File: src/rtl/issue_sched_pkg.sv
`default_nettype none
// ============================================================================
// Module      : issue_sched_pkg
// Description : Shared types and constants for the N-wide in-order issue
//               scheduler and its multi-port scoreboard. Provides the
//               issue-queue entry and FU packet types, the FU class enum,
//               register/queue address types and the default per-class
//               structural limits.
// Revision    : 1.0 - initial release
// ============================================================================
package issue_sched_pkg;

    localparam int c_REG_ADDR_W  = 5;
    localparam int c_REG_SPACE   = 1 << c_REG_ADDR_W;
    localparam int c_IQ_ADDR_W   = 4;
    localparam int c_PAYLOAD_W   = 32;

    localparam int c_DEF_MAX_ALU = 2;
    localparam int c_DEF_MAX_LSU = 1;
    localparam int c_DEF_MAX_BR  = 1;

    typedef logic [c_REG_ADDR_W-1:0] reg_addr_t;
    typedef logic [c_IQ_ADDR_W-1:0]  iq_addr_t;

    typedef enum logic [2:0] {
        FU_ALU        = 3'd0,
        FU_MULDIV_MUL = 3'd1,
        FU_MULDIV_DIV = 3'd2,
        FU_LSU        = 3'd3,
        FU_BR         = 3'd4
    } fu_type_e;

    typedef struct packed {
        reg_addr_t              rs;
        reg_addr_t              rt;
        reg_addr_t              rd;
        logic                   rs_used;
        logic                   rt_used;
        logic                   rd_used;
        fu_type_e               fu_type;
        logic [c_PAYLOAD_W-1:0] payload;
    } issue_queue_element_t;

    typedef struct packed {
        logic                 valid;
        issue_queue_element_t inst;
    } fu_require_t;

    function automatic logic is_muldiv(input fu_type_e t);
        return (t == FU_MULDIV_MUL) || (t == FU_MULDIV_DIV);
    endfunction

endpackage
`default_nettype wire

File: src/rtl/issue_sched_score_board_mp.sv
`default_nettype none
// ============================================================================
// Module      : score_board_mp
// Description : Multi-port pending-write scoreboard. One pending bit per
//               architectural register (r0 never pending). ISSUE_WIDTH set
//               ports, WB_PORTS clear ports, synchronous flush clear.
//               Set wins over clear on the same register in the same cycle.
//               Optional macro ISSUE_WB_BYPASS_EN: registers being cleared
//               this cycle read as not pending (same-cycle wakeup).
// Ports       : clk, rst (async, active-high), flush,
//               set_en/set_addr  - issued destinations,
//               wb_valid/wb_addr - writeback clears,
//               pending          - hazard view, padded to full address space.
// Revision    : 1.0 - initial release
// ============================================================================
module score_board_mp
    import issue_sched_pkg::*;
#(
    parameter int NUM_REGS    = 32,
    parameter int ISSUE_WIDTH = 2,
    parameter int WB_PORTS    = 2
) (
    input  logic                   clk,
    input  logic                   rst,
    input  logic                   flush,
    input  logic [ISSUE_WIDTH-1:0] set_en,
    input  reg_addr_t              set_addr [ISSUE_WIDTH],
    input  logic [WB_PORTS-1:0]    wb_valid,
    input  reg_addr_t              wb_addr  [WB_PORTS],
    output logic [c_REG_SPACE-1:0] pending
);

    logic [NUM_REGS-1:0] r_pending;
    logic [NUM_REGS-1:0] w_clr;
    logic [NUM_REGS-1:0] w_set;
    logic [NUM_REGS-1:0] w_view;

    // Decode port addresses into per-register masks; r0 is skipped so it
    // can never become pending.
    always_comb begin
        w_clr = '0;
        w_set = '0;
        for (int r = 1; r < NUM_REGS; r++) begin
            for (int p = 0; p < WB_PORTS; p++) begin
                if (wb_valid[p] && (wb_addr[p] == reg_addr_t'(r))) w_clr[r] = 1'b1;
            end
            for (int s = 0; s < ISSUE_WIDTH; s++) begin
                if (set_en[s] && (set_addr[s] == reg_addr_t'(r))) w_set[r] = 1'b1;
            end
        end
    end

    always_ff @(posedge clk or posedge rst) begin
        if (rst) begin
            r_pending <= '0;
        end else if (flush) begin
            r_pending <= '0;
        end else begin
            r_pending <= (r_pending & ~w_clr) | w_set;
        end
    end

`ifdef ISSUE_WB_BYPASS_EN
    assign w_view = r_pending & ~w_clr;
`else
    assign w_view = r_pending;
`endif

    // Pad to the full address space so callers can index with any reg_addr_t.
    generate
        for (genvar r = 0; r < c_REG_SPACE; r++) begin : g_view
            if (r < NUM_REGS) begin : g_real
                assign pending[r] = w_view[r];
            end else begin : g_pad
                assign pending[r] = 1'b0;
            end
        end
    endgenerate

endmodule
`default_nettype wire

File: src/rtl/issue_sched.sv
`default_nettype none
// ============================================================================
// Module      : issue_sched
// Description : Parametrised in-order N-wide issue scheduler. Examines the
//               oldest ISSUE_WIDTH queue entries and issues the longest
//               hazard-free in-order prefix (RAW/WAW via scoreboard,
//               intra-group RAW, per-class FU limits, MUL/DIV busy).
//               Optional macro ISSUE_WB_BYPASS_EN enables same-cycle
//               writeback wakeup in the scoreboard.
// Ports       : clk, rst (async, active-high),
//               issue_require[ISSUE_WIDTH] - queue head, index 0 oldest,
//               iq_size       - valid entries in queue,
//               flush         - pipeline flush,
//               wb_valid/wb_addr - writeback ports,
//               iq_pop_number - entries issued this cycle (combinational),
//               fu_require    - registered issue packets.
// Revision    : 1.0 - initial release
// ============================================================================
module issue_sched
    import issue_sched_pkg::*;
#(
    parameter int ISSUE_WIDTH = 2,
    parameter int WB_PORTS    = 2,
    parameter int NUM_REGS    = 32,
    parameter int DIV_LAT     = 8,
    parameter int MAX_ALU     = c_DEF_MAX_ALU,
    parameter int MAX_LSU     = c_DEF_MAX_LSU,
    parameter int MAX_BR      = c_DEF_MAX_BR
) (
    input  logic                               clk,
    input  logic                               rst,
    input  issue_queue_element_t               issue_require [ISSUE_WIDTH],
    input  iq_addr_t                           iq_size,
    input  logic                               flush,
    input  logic [WB_PORTS-1:0]                wb_valid,
    input  reg_addr_t                          wb_addr [WB_PORTS],
    output logic [$clog2(ISSUE_WIDTH+1)-1:0]   iq_pop_number,
    output fu_require_t                        fu_require [ISSUE_WIDTH]
);

    localparam int c_POP_W  = $clog2(ISSUE_WIDTH + 1);
    localparam int c_BUSY_W = $clog2(DIV_LAT);

    logic [c_REG_SPACE-1:0] w_pending;
    logic [ISSUE_WIDTH-1:0] w_issue;
    logic [ISSUE_WIDTH-1:0] w_set_en;
    reg_addr_t              w_set_addr [ISSUE_WIDTH];
    logic                   w_div_issue;
    logic [c_BUSY_W-1:0]    r_div_busy;
    fu_require_t            r_fu_require [ISSUE_WIDTH];

    // Walk the head entries oldest first; the first blocked entry ends the
    // group so issue stays strictly in order.
    always_comb begin : p_select
        logic                   alive;
        logic                   ok;
        logic                   md_seen;
        logic [c_REG_SPACE-1:0] grp_dst;
        int                     alu_n;
        int                     lsu_n;
        int                     br_n;

        alive         = 1'b1;
        ok            = 1'b0;
        md_seen       = 1'b0;
        grp_dst       = '0;
        alu_n         = 0;
        lsu_n         = 0;
        br_n          = 0;
        w_issue       = '0;
        w_div_issue   = 1'b0;
        iq_pop_number = '0;

        for (int i = 0; i < ISSUE_WIDTH; i++) begin
            ok = alive && !flush &&
                 ((int'(iq_size) >= ISSUE_WIDTH) || (int'(iq_size) > i));

            if (issue_require[i].rs_used &&
                (w_pending[issue_require[i].rs] || grp_dst[issue_require[i].rs])) ok = 1'b0;
            if (issue_require[i].rt_used &&
                (w_pending[issue_require[i].rt] || grp_dst[issue_require[i].rt])) ok = 1'b0;
            if (issue_require[i].rd_used && w_pending[issue_require[i].rd]) ok = 1'b0;

            case (issue_require[i].fu_type)
                FU_ALU:        if (alu_n >= MAX_ALU) ok = 1'b0;
                FU_LSU:        if (lsu_n >= MAX_LSU) ok = 1'b0;
                FU_BR:         if (br_n  >= MAX_BR)  ok = 1'b0;
                FU_MULDIV_MUL,
                FU_MULDIV_DIV: if ((r_div_busy != '0) || md_seen) ok = 1'b0;
                default:       ok = 1'b0;
            endcase

            if (ok) begin
                w_issue[i]    = 1'b1;
                iq_pop_number = c_POP_W'(i + 1);
                case (issue_require[i].fu_type)
                    FU_ALU:  alu_n++;
                    FU_LSU:  lsu_n++;
                    FU_BR:   br_n++;
                    default: ;
                endcase
                if (is_muldiv(issue_require[i].fu_type)) md_seen = 1'b1;
                if (issue_require[i].fu_type == FU_MULDIV_DIV) w_div_issue = 1'b1;
                // r0 never creates a dependency, even inside the group.
                if (issue_require[i].rd_used && (issue_require[i].rd != '0))
                    grp_dst[issue_require[i].rd] = 1'b1;
            end else begin
                alive = 1'b0;
            end
        end
    end

    generate
        for (genvar i = 0; i < ISSUE_WIDTH; i++) begin : g_set
            assign w_set_en[i]   = w_issue[i] && issue_require[i].rd_used;
            assign w_set_addr[i] = issue_require[i].rd;
        end
    endgenerate

    score_board_mp #(
        .NUM_REGS    (NUM_REGS),
        .ISSUE_WIDTH (ISSUE_WIDTH),
        .WB_PORTS    (WB_PORTS)
    ) u_score_board (
        .clk      (clk),
        .rst      (rst),
        .flush    (flush),
        .set_en   (w_set_en),
        .set_addr (w_set_addr),
        .wb_valid (wb_valid),
        .wb_addr  (wb_addr),
        .pending  (w_pending)
    );

    // Issued set is always a prefix, so slot i carries entry i directly.
    always_ff @(posedge clk or posedge rst) begin
        if (rst) begin
            for (int i = 0; i < ISSUE_WIDTH; i++) begin
                r_fu_require[i] <= '0;
            end
        end else begin
            for (int i = 0; i < ISSUE_WIDTH; i++) begin
                r_fu_require[i].valid <= w_issue[i];
                r_fu_require[i].inst  <= issue_require[i];
            end
        end
    end

    assign fu_require = r_fu_require;

    // DIV keeps the MUL/DIV unit for DIV_LAT cycles including its issue cycle.
    always_ff @(posedge clk or posedge rst) begin
        if (rst) begin
            r_div_busy <= '0;
        end else if (flush) begin
            r_div_busy <= '0;
        end else if (w_div_issue) begin
            r_div_busy <= c_BUSY_W'(DIV_LAT - 1);
        end else if (r_div_busy != '0) begin
            r_div_busy <= r_div_busy - 1'b1;
        end
    end

endmodule
`default_nettype wire

File: config.mk
export PLATFORM = sky130hd
export DESIGN_NAME = issue_sched
export DESIGN_NICKNAME = d
export VERILOG_FILES = /design/src/rtl/issue_sched_pkg.sv /design/src/rtl/issue_sched_score_board_mp.sv /design/src/rtl/issue_sched.sv
export SDC_FILE = /design/constraint.sdc
export NUM_CORES = 1
export LEC_CHECK = 0
export BUFFER_PORTS_ARGS = -buffer_cell sky130_fd_sc_hd__buf_2
export CAP_MARGIN = 40
export CELL_PAD_IN_SITES_DETAIL_PLACEMENT = 1
export CELL_PAD_IN_SITES_GLOBAL_PLACEMENT = 1
export CORE_MARGIN = 4
export CORE_UTILIZATION = 36
export CTS_CLUSTER_SIZE = 24
export DETAILED_ROUTE_END_ITERATION = 8
export PLACE_DENSITY_LB_ADDON = 0.15
export SLEW_MARGIN = 15
export SYNTH_ARGS = -nofsm -noshare
export SYNTH_HDL_FRONTEND = slang
export SYNTH_SLANG_ARGS = --single-unit
File: constraint.sdc
create_clock -name clk -period 4.7 [get_ports clk]
set_input_delay 0.94 -clock clk [delete_from_list [all_inputs] [get_ports clk]]
set_output_delay 0.94 -clock clk [all_outputs]
set_load 0.05 [all_outputs]
* Word level (Yosys, flattened, before mapping)
Memory sizes are Yosys's and may differ from the RTL's.
Index checks and enable logic that the tools add are counted.
** Word-level totals
- Bits in read-only memories :: 64
- Output and inout bits :: 110
- Memories :: 2
- Bits in writable memories :: 0
- Latch bits :: 0
- Word-level logic and storage cells :: 504
- Register bits after elaboration :: 143
** Operators by class
- Magnitude comparators :: 13
- Reductions and logical operators :: 154
- Multipliers :: 0
- Div/mod/pow operators :: 0
- Shifts and indexed selects :: 0
- Bitwise operators :: 3
- Multiplexer cells :: 179
- Add/subtract/negate cells :: 1
- Equality and inequality tests :: 132
** Memories
- (name not given) :: depth 32, width 1, rd ports 1, clocked after memory_dff 0, write ports 0, RTL line issue_sched.sv:81 : (w_pending[issue_require[i].rt] || grp_dst[issue_require[i].rt])) ok = 1'b0;
- (name not given) :: depth 32, width 1, rd ports 1, clocked after memory_dff 0, write ports 0, RTL line issue_sched.sv:79 : (w_pending[issue_require[i].rs] || grp_dst[issue_require[i].rs])) ok = 1'b0;
** Operator list (count)
- $eq 5x5->1 const B :: 64
- $mux 1 :: 161
- $eq 5x4->1 const B :: 32
- $logic_and 1x1->1 :: 137
- $mux 32 :: 3
- $eq 5x3->1 const B :: 16
- $ge 32x2->1 const B :: 2
- $bmux 1 s5 :: 8
- $eq 5x2->1 const B :: 8
- $lt 5x6->1 const B :: 6
- $and 32x32->32 :: 1
- $ge 32x3->1 const B :: 1
- $not 32->32 :: 1
- $or 32x32->32 :: 1
- $eq 5x1->1 const B :: 4
- $eq 3x2->1 const B :: 4
- $mux 3 :: 3
- $gt 4x1->1 const B :: 2
- $logic_or 1x1->1 :: 8
- $eq 3x1->1 const B :: 2
- $eq 3x3->1 const B :: 2
- $logic_not 3->1 :: 2
- $reduce_bool 3->1 :: 2
- $demux 1 s5 :: 1
- other kinds (10) :: 11

* Logic depth before layout (Yosys ltp)
- Depth after elaboration :: 25
- Depth in mapped cells :: 13

* Cells and area by module
A second synthesis with hierarchy kept.
** Unflattened totals
- Cell total of the unflattened synthesis :: 487
- Area, all modules :: 6827.8 µm²
** By module, submodules not included
- issue_sched :: cells an instance 297, times used 1, seq. area each 2777.7 µm², area each 4901.0 µm²
- score_board_mp :: cells an instance 190, times used 1, seq. area each 775.7 µm², area each 1926.8 µm²

* Worst setup path before layout
Ideal clock, no wire load.
- Path type :: input -> output
- From :: input port issue_require[101] in the netlist's numbering
- To :: output port iq_pop_number[0]
- Data required time :: 3.760 ns
- Cell stages on the path :: 10
- Arrival :: 3.480 ns
- Slack :: 0.280 ns
- Cell sequence :: clkbuf_1 -> mux4_2 -> nand2b_1 -> o211ai_1 -> nand4b_1 -> nor4b_4 -> and2_1 -> buf_2 -> buf_2 -> and2_1
** Between the ends
- Elaborated cells between the ends (all ways) :: 41
- Those cells by class :: order compare (3); mux (28); reduce/logical (9); memory (1)
** RTL lines
- from (decl) :: RTL line issue_sched.sv:32 : input issue_queue_element_t issue_require [ISSUE_WIDTH],
- $mem_v2 32x1 or $bmux 1 s5 (tied branches)
- $mux 1 (not written as such) :: RTL line issue_sched.sv:79
- $logic_or 1x1->1 (*) :: RTL line issue_sched.sv:79
- $logic_and 1x1->1 (*) :: RTL line issue_sched.sv:78 : if (issue_require[i].rs_used &&
- $mux 1 (*) :: RTL line issue_sched.sv:78
- $mux 1 (*) :: RTL line issue_sched.sv:80 : if (issue_require[i].rt_used &&
- $mux 1 (*) :: RTL line issue_sched.sv:82 : if (issue_require[i].rd_used && w_pending[issue_require[i].rd]) ok = 1'b0;
- $mux 1 :: RTL line issue_sched.sv:89 : FU_MULDIV_DIV: if ((r_div_busy != '0) || md_seen) ok = 1'b0;
- (+2 left out)
- named net w_issue[0] :: RTL line issue_sched.sv:45 : logic [ISSUE_WIDTH-1:0] w_issue;
- $logic_and 1x1->1 (*) (2 in series) :: RTL line issue_sched.sv:75 : ok = alive && !flush &&
- $mux 1 (*) :: RTL line issue_sched.sv:78
- $mux 1 (*) :: RTL line issue_sched.sv:80
- $mux 1 (*) :: RTL line issue_sched.sv:82
- $mux 1 (on tied branches)
- $pmux 1 s4 (*) :: RTL line issue_sched.sv:84 : case (issue_require[i].fu_type)
- $mux 2 (*) :: RTL line issue_sched.sv:93 : if (ok) begin
- to (decl) :: RTL line issue_sched.sv:37 : output logic [$clog2(ISSUE_WIDTH+1)-1:0] iq_pop_number,
The timed path passes the listed nets; every way through them passes the cells marked *. The select of a mux whose other input is x is not followed.

* Worst setup path after layout
- From :: input port issue_require[49] in the netlist's numbering
- To :: output port iq_pop_number[0]
** Between the ends
- Cells in the longest elaborated chain, start to end :: 10
- Elaborated cells between the ends (all ways) :: 15
- Those cells by class :: mux (13); reduce/logical (2)
** RTL lines (RTL line)
- $bmux 1 s5 :: issue_sched.sv:79
- $mux 1 (not written as such) :: issue_sched.sv:79
- $logic_or 1x1->1 (*) :: issue_sched.sv:79
- $logic_and 1x1->1 (*) :: issue_sched.sv:78
- $mux 1 (*) :: issue_sched.sv:78
- $mux 1 (*) :: issue_sched.sv:80
- $mux 1 (*) :: issue_sched.sv:82
- $mux 1 (on tied branches)
- $pmux 1 s4 (*) :: issue_sched.sv:84
- $mux 2 (*) :: issue_sched.sv:93
Every way passes the cells marked *; elsewhere a longest branch is shown, timed or not. The select of a mux whose other input is x is not followed.

==> impl_metrics.ini <==
[place]
dp_cells = 1096
port_buffers = 234
postPlaceCellArea_um2 = 8600
gp_congestion = 0.927
dp_hpwl_um = 21100

[route]
avgRoutedWirePerCell_um = 24.8
drt_wl_total_um = 28000
firstDrtPassIters = 5
drc = 0
ant_nets = 0
drt_iter0_drc = 554
vias = 6580
viasPerCell = 5.83

[pwr]
power_density_nw_per_um2 = 353
pwr-share-comb = 0.193
ir_worst_vdd_v = 0.000191
seqPwrFrac = 0.403
switching_share = 0.319
clkPwrFrac = 0.404
p_switching_mw = 1.03
p_total_mw = 3.24
p_leak_nw = 4.17
intPower_mw = 2.21

[global_routing]
grt_pass1_vias = 6830
grt_util_all_layers = 0.249
antenna_found_initial = 1
grt-ovfl-total = 0
grt_pass1_wl_um = 41800
grt_max_degree = 60

[sta]
period_share = 0.942
slew_viol_final = 0
fin_hold_ws_ns = 0.601
period_needed_ns = 4.43
tightest_slew_ns = 0.852
skew_ns = 0.0163
rsz0062_at_grt = no
setup_viol = 0
fmax_mhz = 226
hold_violations = 0
relSlewSlack = 0.431
fin_setup_tns_ns = 0

[setup_path]
crit_chain = buf_2, mux2i_1, mux4_2, a311o_1, a2111oi_1, a311oi_2, nand4b_1, and2_1, buf_2
worst_path_dominant_cell_family = compound AO/OA/AOI/OAI gates
cpPeakStageDelay_ns = 0.48
cp.buffers_inverters = 2
cp_common_cell = buf_2
cp_max_fo = 13
end_kind = output port
arrival_ns = 3.49
start_kind = input pin
crit_required_ns = 3.76
path_class = input pin to output port
slowest_stage = mux4_2

[clock_network]
cts_tree = built
cts_buffer_depth = 2
clock-sinks = 142
cts_buffers = 17
holdBufCountCts = 0
clock_latency_ns = 0.43
ctsResizeCount = 0
post-cts-setup-buffers = 0
clockRootBuffer = clkbuf_16
clkTransAtPathRegs_ns = 0.06
h-tree-depth = 4

[floorplanning]
chipWidth_um = 149
start_util = 0.368
row_count = 51
dieHeight_um = 149
fp.coreArea_um2 = 19600
dieArea_um2 = 22300
io_pins = 235

[synthesis]
ys_seq_area_frac = 0.493
yosys-top-cells-count = 142 x dfrtp_1, 44 x nand2_1, 36 x nor2_1, 34 x mux2i_1, 32 x mux4_2
netlist_instances = 630
ys.flop_type = dfrtp_1
synth_largest_area_cell = dfrtp_1
synth_area_leaders = dfrtp_1 49%, mux4_2 10%, mux2i_1 4.7%
synth_top_area_share = 0.493
postSynthAreaPerCell_um2 = 11.4
synth-seq-cells = 142
synth_cell_types = 61
yosys_warnings = 0
synth_edf_count = 0
synth.cell_area_um2 = 7210
synth_fp_nets = 757
async_reset_ff_frac = 1.00
synth.most_common_cell = dfrtp_1

[layout]
nets = 977
syn2layout_area_growth_pct = 27.3
final-instance-count-excl-fill = 1128
final_area_um2 = 9170
drive_gt1_frac = 0.378

[worst_hold_path]
hold_path.class = flop to flop

[status]
status = finished, final reports clean

[run]
max_cap_violations = 0
-- layer usage --
layer,vias to the layer above,global-route usage,part of all wire
li1,2830,-,-
met1,3286,0.302,0.38
met2,386,0.414,0.48
met3,78,0.0694,0.096
met4,0,0.114,0.041
met5,-,0,0
-- worst register-to-register path: stages (launching register included) --
cell and delay [ns]:
dfrtp_1 0.53, mux2_2 0.34, a221o_1 0.35, a311o_1 0.35, nand4_1 0.19, o31ai_1 0.19
nand4b_1 0.37, buf_4 0.31, or4_1 0.58, o21ai_1 0.18
-- placed cells by master (no fill, tap or decap), types with 7 or more instances in the layout --
master,instances
a21o_1,7
a21oi_1,22
a22oi_1,27
a31oi_1,9
a41oi_1,9
and3_1,22
buf_2,234
buf_4,12
clkbuf_16,17
dfrtp_1,142
inv_1,7
mux2i_1,34
mux4_2,32
nand2_1,44
nand2b_1,15
nand3_1,14
nand3b_1,7
nand4_1,7
nor2_1,36
nor2b_1,18
nor3_1,15
o21ai_0,8
o31ai_1,13
-- final timing paths --
kind,start,to,slack (ns),cells after the start
min in group asynchronous,rst,fu_require[31],0.62,2
worst max-delay path,issue_require[49],iq_pop_number[0],0.27,9
worst min-delay path,r_div_busy[2],r_div_busy[2],0.60,2
max in group asynchronous,rst,fu_require[99],2.91,3
worst min register to register,r_div_busy[2],r_div_busy[2],0.60,2
worst max register to register,u_score_board.pending[3],u_score_board.pending[16],1.23,9
-- flip-flops by register name (all words and copies together), names as in the netlist --
name and flops:
u_score_board.pending 31, r_div_busy 3, fu_require 108
-- logic make-up after synthesis --
family	count (synthesis)	share of synthesized area
simple gates	211	0.160
flops	142	0.493
compound gates	141	0.144
mux	71	0.155
buf+inv	53	0.0325
xor+xnor	10	0.0122
fa+ha+maj	2	0.00347
-- power by group through the flow --
stage                     registers [mW]  clock network (mW)  logic [mW]
after CTS                           1.30                1.34       0.628
after global routing                1.31                1.40       0.670
final                               1.30                1.31       0.624
after detailed placement            1.33                   0       0.626
after global placement              1.32                   0       0.609
after floorplan                     1.50                   0       0.249
-- through the flow --
step                worst slack (ns)   util
finish                         0.274  0.468
global route                   0.134  0.468
CTS                            0.312  0.468
detailed placement             0.323  0.439
global placement               0.415  0.439
floorplan                      0.280      -
-- area by class of cell --
cell class / instances / area, µm²
Antenna cell: 1 / 2.50
Clock buffer: 17 / 425
Clock inverter: 14 / 145
Fill cell: 2177 / 10400
Inverter: 8 / 33.8
Multi-Input combinational cell: 435 / 3420
Sequential cell: 142 / 3550
Tap cell: 265 / 332
Timing Repair Buffer: 246 / 1260
(Power assumes the default switching activity.)
